--- src/rtl/time_set_loader.sv ---
`default_nettype none
// ============================================================================
// Module   : time_set_loader
// Brief    : Collects a six-digit BCD HH:MM:SS entry one digit per handshake,
//            validates each digit against 24-hour limits, converts the digit
//            pairs to binary and issues a single-cycle load to the counters.
// Revision : 1.0 - initial release
// ============================================================================
module time_set_loader #(
  parameter int unsigned TIMEOUT_CYCLES = 500000000,
  parameter int unsigned TO_WIDTH       = 32
) (
  input  logic       clk,
  input  logic       reset,
  input  logic       start,
  input  logic       cancel,
  input  logic       digit_valid,
  input  logic [3:0] digit_in,
  output logic       digit_ready,
  output logic [2:0] digit_index,
  output logic       busy,
  output logic       digit_error,
  output logic       timeout,
  output logic       load,
  output logic [4:0] set_hours,
  output logic [5:0] set_minutes,
  output logic [5:0] set_seconds
);

  typedef enum logic [1:0] {
    S_IDLE    = 2'd0,
    S_COLLECT = 2'd1,
    S_LOAD    = 2'd2
  } state_t;

  // A zero TIMEOUT_CYCLES wraps c_to_last, but c_to_en keeps it unused then.
  localparam logic                c_to_en   = (TIMEOUT_CYCLES != 0);
  localparam logic [TO_WIDTH-1:0] c_to_last = TO_WIDTH'(TIMEOUT_CYCLES - 1);

  state_t               r_state;
  state_t               w_next;
  logic [5:0][3:0]      r_digit;
  logic [2:0]           r_index;
  logic [TO_WIDTH-1:0]  r_to_cnt;
  logic                 r_digit_error;
  logic                 r_timeout;
  logic [4:0]           r_set_hours;
  logic [5:0]           r_set_minutes;
  logic [5:0]           r_set_seconds;
  logic                 w_digit_ok;
  logic                 w_accept;
  logic                 w_reject;
  logic                 w_to_hit;
  logic                 w_cnt_inc;
  logic [6:0]           w_hours_bin;
  logic [6:0]           w_minutes_bin;
  logic [6:0]           w_seconds_bin;

  // tens*10 + ones built from shifts; 7 bits covers the largest pair (99).
  function automatic logic [6:0] bcd_pair(input logic [3:0] tens, input logic [3:0] ones);
    return ({3'b000, tens} << 3) + ({3'b000, tens} << 1) + {3'b000, ones};
  endfunction

  // Per-slot 24-hour limit check; slot 1 depends on the stored hours tens digit.
  always_comb begin
    w_digit_ok = 1'b0;
    case (r_index)
      3'd0:       w_digit_ok = (digit_in <= 4'd2);
      3'd1:       w_digit_ok = (digit_in <= 4'd9) &&
                               ((r_digit[0] != 4'd2) || (digit_in <= 4'd3));
      3'd2, 3'd4: w_digit_ok = (digit_in <= 4'd5);
      3'd3, 3'd5: w_digit_ok = (digit_in <= 4'd9);
      default:    w_digit_ok = 1'b0;
    endcase
  end

  // The seconds-ones digit is taken straight from the input so that set_* is
  // already registered in the LOAD cycle.
  assign w_hours_bin   = bcd_pair(r_digit[0], r_digit[1]);
  assign w_minutes_bin = bcd_pair(r_digit[2], r_digit[3]);
  assign w_seconds_bin = bcd_pair(r_digit[4], digit_in);

  // State register.
  always_ff @(posedge clk or negedge reset) begin
    if (!reset) r_state <= S_IDLE;
    else        r_state <= w_next;
  end

  // Next-state decode and handshake strobes; cancel outranks a same-cycle digit.
  always_comb begin
    w_next      = r_state;
    w_accept    = 1'b0;
    w_reject    = 1'b0;
    w_to_hit    = 1'b0;
    w_cnt_inc   = 1'b0;
    load        = 1'b0;
    busy        = 1'b0;
    digit_ready = 1'b0;
    case (r_state)
      S_IDLE: begin
        if (start) w_next = S_COLLECT;
      end
      S_COLLECT: begin
        busy        = 1'b1;
        digit_ready = !cancel;
        if (cancel) begin
          w_next = S_IDLE;
        end else if (digit_valid) begin
          if (w_digit_ok) begin
            w_accept = 1'b1;
            if (r_index == 3'd5) w_next = S_LOAD;
          end else begin
            w_reject = 1'b1;
          end
        end else if (c_to_en && (r_to_cnt == c_to_last)) begin
          w_to_hit = 1'b1;
          w_next   = S_IDLE;
        end else begin
          w_cnt_inc = 1'b1;
        end
      end
      S_LOAD: begin
        load   = 1'b1;
        busy   = 1'b1;
        w_next = S_IDLE;
      end
      default: w_next = S_IDLE;
    endcase
  end

  // Digit storage, index/timeout bookkeeping, status pulses and load values.
  always_ff @(posedge clk or negedge reset) begin
    if (!reset) begin
      r_digit       <= '0;
      r_index       <= 3'd0;
      r_to_cnt      <= '0;
      r_digit_error <= 1'b0;
      r_timeout     <= 1'b0;
      r_set_hours   <= 5'd0;
      r_set_minutes <= 6'd0;
      r_set_seconds <= 6'd0;
    end else begin
      r_digit_error <= w_reject;
      r_timeout     <= w_to_hit;
      for (int i = 0; i < 6; i++) begin
        if (w_accept && (r_index == 3'(i))) r_digit[i] <= digit_in;
      end
      if (w_next != S_COLLECT) begin
        r_index  <= 3'd0;
        r_to_cnt <= '0;
      end else if (w_accept) begin
        r_index  <= r_index + 3'd1;
        r_to_cnt <= '0;
      end else if (w_reject) begin
        r_to_cnt <= '0;
      end else if (w_cnt_inc) begin
        r_to_cnt <= r_to_cnt + TO_WIDTH'(1);
      end
      if (w_accept && (r_index == 3'd5)) begin
        r_set_hours   <= w_hours_bin[4:0];
        r_set_minutes <= w_minutes_bin[5:0];
        r_set_seconds <= w_seconds_bin[5:0];
      end
    end
  end

  assign digit_index = r_index;
  assign digit_error = r_digit_error;
  assign timeout     = r_timeout;
  assign set_hours   = r_set_hours;
  assign set_minutes = r_set_minutes;
  assign set_seconds = r_set_seconds;

endmodule
`default_nettype wire

--- config.mk ---
export PLATFORM = sky130hd
export DESIGN_NAME = time_set_loader
export DESIGN_NICKNAME = d
export VERILOG_FILES = /design/src/rtl/time_set_loader.sv
export SDC_FILE = /design/constraint.sdc
export NUM_CORES = 1
export LEC_CHECK = 0
export ABC_CLOCK_PERIOD_IN_PS = 3200
export CAP_MARGIN = 5
export CORE_MARGIN = 1.5
export CORE_UTILIZATION = 39
export CTS_CLUSTER_DIAMETER = 30
export DETAILED_ROUTE_END_ITERATION = 12
export SYNTH_ARGS = -nofsm -noshare
export SYNTH_HDL_FRONTEND = slang
export SYNTH_SLANG_ARGS = --single-unit
--- constraint.sdc ---
create_clock -name clk -period 3.2 [get_ports clk]
set_input_delay 0.48 -clock clk [delete_from_list [all_inputs] [get_ports clk]]
set_output_delay 0.48 -clock clk [all_outputs]
set_load 0.005 [all_outputs]
==> qor.yml <==
outcome: "completed"
dominant_combinational_cell_family_by_area_after_synthesis: "simple AND/OR/NAND/NOR gates"
grt_pass1_wl_mm: 15.0
path_type_of_the_worst_setup_path: "flop to flop"
via_count: 3130
place_congestion: 0.801
critical-path-top-cell-by-count: "sky130_fd_sc_hd__nand2_1"
max_cap_viol_count: 0
fp.dieH_um: 107
root_buffer: "sky130_fd_sc_hd__clkbuf_8"
fin_crit_sh_pct: 87.2
numClockSinks: 76
post_dr_vias_cell: 5.40
post-cts-setup-buffer-count: 0
grt_start_max_net_pins: 77
clk_pin_slew_worst_paths_ns: 0.09
cts.repair.resized: 0
highest_clock_rate_mhz: 358
netlist_top_cells_area: "sky130_fd_sc_hd__dfrtp_1, sky130_fd_sc_hd__ha_1, sky130_fd_sc_hd__mux2_2, sky130_fd_sc_hd__nand2_1, sky130_fd_sc_hd__fa_1"
total_power_mw: 2.33
cts_tree: "done"
dp_wirelength_mm: 6.19
fp-row-count: 37
peakVddDrop_uv: 299
grt_antenna_before_repair: 0
report.final.slew_viol_count: 0
post_synth_mux_area_share_pct: 8.80
cts_buffer_depth: 2
synthMostInstantiatedCell: "sky130_fd_sc_hd__dfrtp_1"
worstPathCellList: "ha_1, nand3_1, nor3_1, a31oi_2, nand2_1, and3_4, nand2_1, o21ai_1"
vias_in_the_first_global_route: 3051
die_footprint_um2: 11400
syn_area_per_cell_um2: 10.4
ys_warn_count: 0
synth-seq-area-share_pct: 45.2
arrival_time_reported_for_the_critical_path_endpoint_ns: 3.05
ios: 34
max_slew.worst_pin.slew_ns: 0.973
synth.net_count: 442
critical_path.startpoint_type: "flop"
post_synth_most_frequent_cells: "sky130_fd_sc_hd__dfrtp_1, sky130_fd_sc_hd__nand2_1, sky130_fd_sc_hd__mux2_2"
cp_max_fo: 11
pwr-share-comb_pct: 20.9
number_of_levels_in_the_clock_h_tree: 3
worst_clock_skew_ns: 0.0155
cts_hold_buffers: 0
critPathSlowestCell: "sky130_fd_sc_hd__nor3_1"
num-nets-final: 479
drtAntennaViolNets: 0
final-setup-viol-count: 0
final_period_minus_worst_setup_slack_ns: 2.79
antennaDiodeCount: 0
final.fill_count: 980
post_synthesis_share_of_cell_area_spent_on_xor_and_xnor_gates_pct: 2.50
postSynthRegisterBits: 76
clkPwrFrac_pct: 34.9
timing.critical_path.required_ns: 3.46
synth_top_area_share_pct: 45.2
drive_gt1_share_pct: 13.7
setup_total_negative_slack_ns: 0
fp.coreArea_um2: 10400
drt-wirelength-per-cell_um: 15.3
critical_path.endpoint_type: "flop"
clk-insertion-delay-late_ns: 0.36
slew_headroom_pct: 35.1
syn_to_final_growth_pct: 16.4
synth_cell_types: 50
power_switching_share_pct: 31.4
synth.cell_area_um2: 4210
initialDrtViolationCount: 139
p_int_mw: 1.60
leakage_nw: 2.18
syn_inst: 403
cts-buffers-inserted: 9
max_stage_delay_ns: 0.65
chipWidth_um: 107
synth_async_sr_flop_share_pct: 100
yosys.area_share.adder_pct: 9.99
grt_setup_unrepaired: "false"
synth_enable_flop_cells: 0
number_of_failing_hold_endpoints_at_the_final_stage: 0
global_route.overflow_total: 0
biggest_area_consumer_among_synthesized_cells: "sky130_fd_sc_hd__dfrtp_1"
wl_mm: 8.89
synthSimpleGateAreaFrac_pct: 17.6
post_synthesis_compound_gate_area_fraction_pct: 13.3
firstDrtPassIters: 4
residual_drc: 0
primary_flip_flop_cell_chosen_by_synthesis_mapping: "sky130_fd_sc_hd__dfrtp_1"
pwr_density_cell_nw_per_um2: 475
effective_utilization_at_floorplan_pct: 40.4
seq_power_share_pct: 44.1
p_sw_mw: 0.730
buffer_ports.inserted: 33
globalRouteTotalUtil_pct: 16.8
min_path_type: "input pin to async pin"
-- state kept, by name (all words and copies together) (netlist names) --
| signal | flops |
|---|---|
| r_digit | 20 |
| set_hours | 5 |
| r_to_cnt | 32 |
| set_seconds | 6 |
| digit_error | 1 |
| r_state | 2 |
| digit_index | 3 |
| set_minutes | 6 |
| timeout | 1 |
-- power groups by stage --
| stage | combinational, mW | sequential [mW] | clock, mW |
|---|---|---|---|
| CTS | 0.492 | 1.03 | 0.836 |
| global placement | 0.484 | 1.05 | 0 |
| floorplan | 0.345 | 1.04 | 0 |
| finish | 0.487 | 1.03 | 0.814 |
| detailed placement | 0.490 | 1.05 | 0 |
| global route | 0.544 | 1.03 | 0.878 |
-- layer usage --
metal	up-vias	share of wire [%]	global-route usage, %
met1	1541	52	24.7
met4	0	1.3	6.57
met2	38	43	24.4
met3	6	2.8	2.92
met5	-	0	0
li1	1545	-	-
-- area by class of cell --
cell class | count | area [µm²] | share of cell area (%)
Tap cell | 136 | 170 | 3.47
Clock inverter | 6 | 87.6 | 1.79
Clock buffer | 9 | 124 | 2.53
Inverter | 11 | 41.3 | 0.842
Sequential cell | 76 | 1900 | 38.8
Timing Repair Buffer | 40 | 380 | 7.76
Multi-Input combinational cell | 302 | 2200 | 44.8
-- final timing paths --
path                                       startpoint                          to  slack [ns]  depth (start not counted)
max                           r_to_cnt[0]$_DFFE_PN0P_    r_to_cnt[13]$_DFFE_PN0P_        0.41                          8
max in group asynchronous                       reset    r_to_cnt[13]$_DFFE_PN0P_        2.29                          1
max reg2reg                   r_to_cnt[0]$_DFFE_PN0P_    r_to_cnt[13]$_DFFE_PN0P_        0.41                          8
min                                             reset    set_hours[1]$_DFFE_PN0P_        0.28                          1
min in group clk           set_seconds[5]$_DFFE_PN0P_  set_seconds[5]$_DFFE_PN0P_        0.48                          2
min reg2reg                set_seconds[5]$_DFFE_PN0P_  set_seconds[5]$_DFFE_PN0P_        0.48                          2
-- logic make-up after synthesis --
kind of cell / Yosys count
mux: 33
buf+inv: 25
flops: 76
compound gates: 85
fa+ha+maj: 30
simple gates: 142
xor+xnor: 12
-- critical path, delay by kind of cell, from the launching register on --
family	cells	cell delay, ns
compound gates	2	0.51
fa+ha+maj	1	0.22
flops	1	0.43
simple gates	5	1.54
-- through the flow --
stage                     utilization [%]  std cells  cell area, µm²  setup slack (ns)  hold slack [ns]
final                                47.1        580            4900             0.409            0.278
after global routing                 47.1        580            4900             0.174            0.344
after CTS                            47.1        580            4900             0.420            0.309
after detailed placement             45.0        565            4690             0.430            0.473
after global placement               45.0        565            4690             0.505            0.464
after floorplan                         -        403            4210             0.872            0.184
-- placed cells by master, fill, tap and decap left out, drive strengths merged, types with 4 or more instances in the layout --
cell	n
a21oi	17
a31o	12
and3	6
buf	8
clkbuf	9
clkdlybuf4s50	32
dfrtp	76
fa	6
ha	24
inv	12
mux2	32
nand2	54
nand3	16
nand4	11
nor2	13
nor3	18
nor4	5
o21ai	28
o31ai	13
or3	4
xnor2	10
Power figures use the tool's default switching activity.
==> RTL edit 1 (same settings) <==
The output `digit_error` loses its register stage (`r_digit_error` becomes a continuous assignment).
--- a/src/rtl/time_set_loader.sv
+++ b/src/rtl/time_set_loader.sv
@@ -136,3 +136,2 @@
       r_to_cnt      <= '0;
-      r_digit_error <= 1'b0;
       r_timeout     <= 1'b0;
@@ -142,3 +141,2 @@
     end else begin
-      r_digit_error <= w_reject;
       r_timeout     <= w_to_hit;
@@ -166,2 +164,4 @@
 
+  assign r_digit_error = w_reject;
+
   assign digit_index = r_index;
Formal check against the unedited RTL: not equivalent (Yosys sat finds a counterexample within 4 cycles, from zero or initial values and one cycle with reset low).
==> RTL edit 1 against the unedited design <==
- clock skew increased by 1.1 ps
- wire length decreased by 0.34%
- synthesized cell count decreased by 0.25%
- hold slack got worse by 28 ps
- sequential cell count decreased by 1
- combinational power about the same
- design area decreased by 0.15%
- setup slack got worse by 77 ps
- global-route usage decreased by 0.078 points
- clock power increased by 1%
- power about the same
- area after synthesis decreased by 0.59%
- largest cell class unchanged
==> RTL edit 1: results <==
global_routing:
  grt_pass1_vias: 2993
  grtUsageTotal_pct: 16.68
  grt_pass1_wl_um: 14830
  grt_max_degree: 76
outcome:
  outcome: "completed"
power_and_ir_drop:
  power.leakage_nw: 2.170
  pg_comb_uw: 488
  ir_worst_vdd_uv: 326.3
  p_clk_uw: 826
  cellInternalPower_mw: 1.595
critical_path:
  cp.arrival_ps: 2390
  ff2ff_setup_slack_ps: 480
  r2r-end: "r_to_cnt[3]$_DFFE_PN0P_"
  crit_start: "digit_index[0]$_DFFE_PN0P_"
  crit_family: "buffers and inverters"
  cpPeakStageDelay_ps: 540
  path_max_fanout: 5
timing:
  worst_pin_slew_ps: 964.4
  fin_worst_skew_ps: 16.58
drt:
  viasPerCell: 5.372
  finalWirelength_um: 8855
logic_synthesis:
  ys_top_cells_by_count: "dfrtp_1, nand2_1, mux2_2"
  ys_top_cells_by_area: "dfrtp_1, ha_1, mux2_2"
  syn_nets: 441
  ys_seq_area_share_pct: 44.86
place:
  gp_congestion: 0.7762
  detailed_place.area_um2: 4672
finish:
  nFillCells: 985
  drive_gt1_share_pct: 13.93
RTL edit 1: cell count changes after synthesis:
cell,delta
dfrtp_1,-1
RTL edit 1: cells by family (layout without fill, tap and decap cells):
logic type	after synthesis	after routing	share of synthesized area, %
AOI/OAI and AO/OA	85	85	13.40
xor gates and xnor gates	12	12	2.512
adders and majority gates	30	30	10.05
buffers and inverters	25	68	2.662
DFF	75	75	44.86
muxes	33	33	8.852
and+or+nand+nor	142	142	17.67
RTL edit 1: per-stage QoR:
step | setup WS [ps] | instances | hold WS (ps)
6_report | 332.4 | 581 | 250.3
5_1_grt | 142.5 | 581 | 323.3
2_1_floorplan | 872.4 | 402 | 184.4
3_3_place_gp | 457.3 | 565 | 463.3
3_5_place_dp | 444.0 | 565 | 469.9
4_1_cts | 295.9 | 581 | 296.3
RTL edit 1: worst max-delay path by stage:
stage	end	cells past startpoint	slack, ps
after floorplan	r_digit[2]$_DFFE_PN0P_	9	870
after CTS	digit_error	7	300
after global routing	digit_error	7	140
final	digit_error	7	330
after global placement	digit_error	6	460
after detailed placement	r_digit[18]$_DFFE_PN0P_	8	440
RTL edit 1: routing by layer:
layer	global-route usage [%]	vias up	wire [µm]
met5	0	-	0
met1	24.37	1527	4544
met3	2.188	14	202
li1	-	1542	-
met4	8.286	0	202
met2	24.27	38	3905
RTL edit 1: area by class of cell:
class / count / area (µm²) / share of cell area [%]
multi-input combinational: 302 / 2196 / 44.87
sequential: 75 / 1877 / 38.35
timing repair buffer: 41 / 387.9 / 7.926
tap: 136 / 170.2 / 3.477
clock buffer: 10 / 127.6 / 2.608
clock inverter: 6 / 93.84 / 1.918
inverter: 11 / 41.29 / 0.8438
==> RTL edit 2 (same settings) <==
Without the edit above. Set the parameter `TO_WIDTH` to 64 (it was 32).
--- a/src/rtl/time_set_loader.sv
+++ b/src/rtl/time_set_loader.sv
@@ -10,3 +10,3 @@
   parameter int unsigned TIMEOUT_CYCLES = 500000000,
-  parameter int unsigned TO_WIDTH       = 32
+  parameter int unsigned TO_WIDTH       = 64
 ) (
Formal check against the unedited RTL: no difference found for any inputs over 10 cycles, from zero or initial values and one cycle with reset low; that may be too few to reach the edited logic, so the function may still have changed.
==> RTL edit 2 against the unedited design <==
- sequential power grew 43%
- final cell count grew 59%
- wire length grew 66%
- power grew 54%
- combinational power grew 93%
- area after synthesis grew 47%
- design area grew 45%
- setup slack lost 32 ps
- sequential cell count grew 32
- hold slack gained 200 ps
- largest power group unchanged
==> RTL edit 2: results <==
power_and_ir_drop:
  ir_worst_vdd_uv: 336.1
  power.leakage_nw: 3.205
timing:
  fin_worst_skew_ps: 8.642
  slew_headroom_pct: 64.19
global_routing:
  grt_max_degree: 90
  grt_pass1_wl_um: 25070
  grt_pass1_vias: 4973
  grtUsageTotal_pct: 19.05
drt:
  firstDrtPassIters: 5
  viasPerCell: 5.557
  drcViolationCount: 0
  finalWirelength_um: 14770
  drt_iter0_markers: 305
clock_tree:
  clk_path_buf_depth: 2
  cts.clk_slew.worst_paths_ps: 70
  insertion_delay_ps: 360
  root_buffer: "clkbuf_16"
  htreeDepth: 3
  cts_resized: 0
logic_synthesis:
  synth_xor_area_share_pct: 1.697
  syn_avg_cell_area_um2: 9.164
  ys_types: 54
  postSynth.asyncResetShare_pct: 100.0
  ys_top_cells_by_area: "dfrtp_1, nand2_1, nand3_1"
  syn_nets: 715
  synth-compound-area-share_pct: 11.27
  ys_seq_area_share_pct: 43.63
  ys_top_cells_by_count: "nand2_1, dfrtp_1, nand3_1"
  yosys.area_share.adder_pct: 6.787
  synth.mux.area_fraction_pct: 4.464
finish:
  top_regs: "r_to_cnt x64, r_digit x20"
  fin_cells: 925
  final_nets: 748
  n_antenna_cell: 0
  drive_gt1_share_pct: 10.36
critical_path:
  cpPeakStageDelay_ps: 490
  path_max_fanout: 8
  crit_slowest_cell: "nor4_4"
place:
  dp_hpwl_um: 10320
  place_ws_ps: 8.472
  place_inst: 908
  detailed_place.area_um2: 6804
  gp_congestion: 0.8353
min_path:
  hp-class: "flip-flop to flip-flop"
outcome:
  outcome: "completed"
-- RTL edit 2: cell count changes in the layout (fill, tap and decap cells not counted), moves of 10 or more --
| cell | change |
|---|---|
| a21oi_1 | +17 |
| a22oi_1 | +10 |
| a31o_1 | -10 |
| dfrtp_1 | +32 |
| nand2_1 | +58 |
| nand3_1 | +62 |
| nor2_1 | +17 |
| nor4_1 | +11 |
| o31ai_1 | -13 |
| or3_1 | +21 |
-- RTL edit 2: area by class of cell --
class | instances | area [µm²]
inverters | 17 | 63.81
repair buffers | 48 | 480.5
flip-flops and latches | 108 | 2703
multi-input cells | 525 | 3303
fillers | 1487 | 8247
clock inverters | 6 | 71.32
clock buffers | 10 | 239.0
well taps | 211 | 264.0
-- RTL edit 2: kinds of logic after synthesis --
family,Yosys count
simple gates,345
compound gates,113
flops,108
buf+inv,43
fa+ha+maj,30
mux,25
xor+xnor,12
-- RTL edit 2: power breakdown --
group / switching (mW) / internal, mW / total [mW]
clock network: 0.535 / 0.636 / 1.17
logic: 0.598 / 0.341 / 0.939
registers: 0.0564 / 1.41 / 1.47
total: 1.19 / 2.39 / 3.58
-- RTL edit 2: timing repair --
action                                  CTS  global route
setup buffers                             0             0
hold endpoints to repair                  7             0
endpoints found under the setup margin    0             0
hold buffers                              1             0
-- RTL edit 2: routing by layer --
| layer | share of wire [%] | wire length [µm] | vias to the layer above | track usage (%) |
|---|---|---|---|---|
| met4 | 1.4 | 204 | 0 | 5.684 |
| met3 | 3.5 | 517 | 14 | 4.046 |
| met1 | 46 | 6753 | 2517 | 24.70 |
| met2 | 49 | 7295 | 109 | 32.18 |
| li1 | - | - | 2500 | - |
| met5 | 0 | 0 | - | 0 |
-- RTL edit 2: path summary, 6_finish.rpt --
path,slack (ps),start,endpoint,depth (start not counted)
hold reg to reg,480,set_hours[2]$_DFFE_PN0P_,set_hours[2]$_DFFE_PN0P_,2
min in group asynchronous,550,reset,set_minutes[3]$_DFFE_PN0P_,2
setup reg to reg,380,r_to_cnt[0]$_DFFE_PN0P_,r_to_cnt[62]$_DFFE_PN0P_,8
hold / removal,480,set_hours[2]$_DFFE_PN0P_,set_hours[2]$_DFFE_PN0P_,2
max in group asynchronous,1850,reset,r_to_cnt[42]$_DFFE_PN0P_,3
setup / recovery,380,r_to_cnt[0]$_DFFE_PN0P_,r_to_cnt[62]$_DFFE_PN0P_,8
-- RTL edit 2: worst max-delay path, delay by kind of cell, from the launching register on --
kind,cells,cell delay [ps]
flip-flops,1,420
adder cells (fa/ha/maj),1,240
AND/OR/NAND/NOR,7,2100
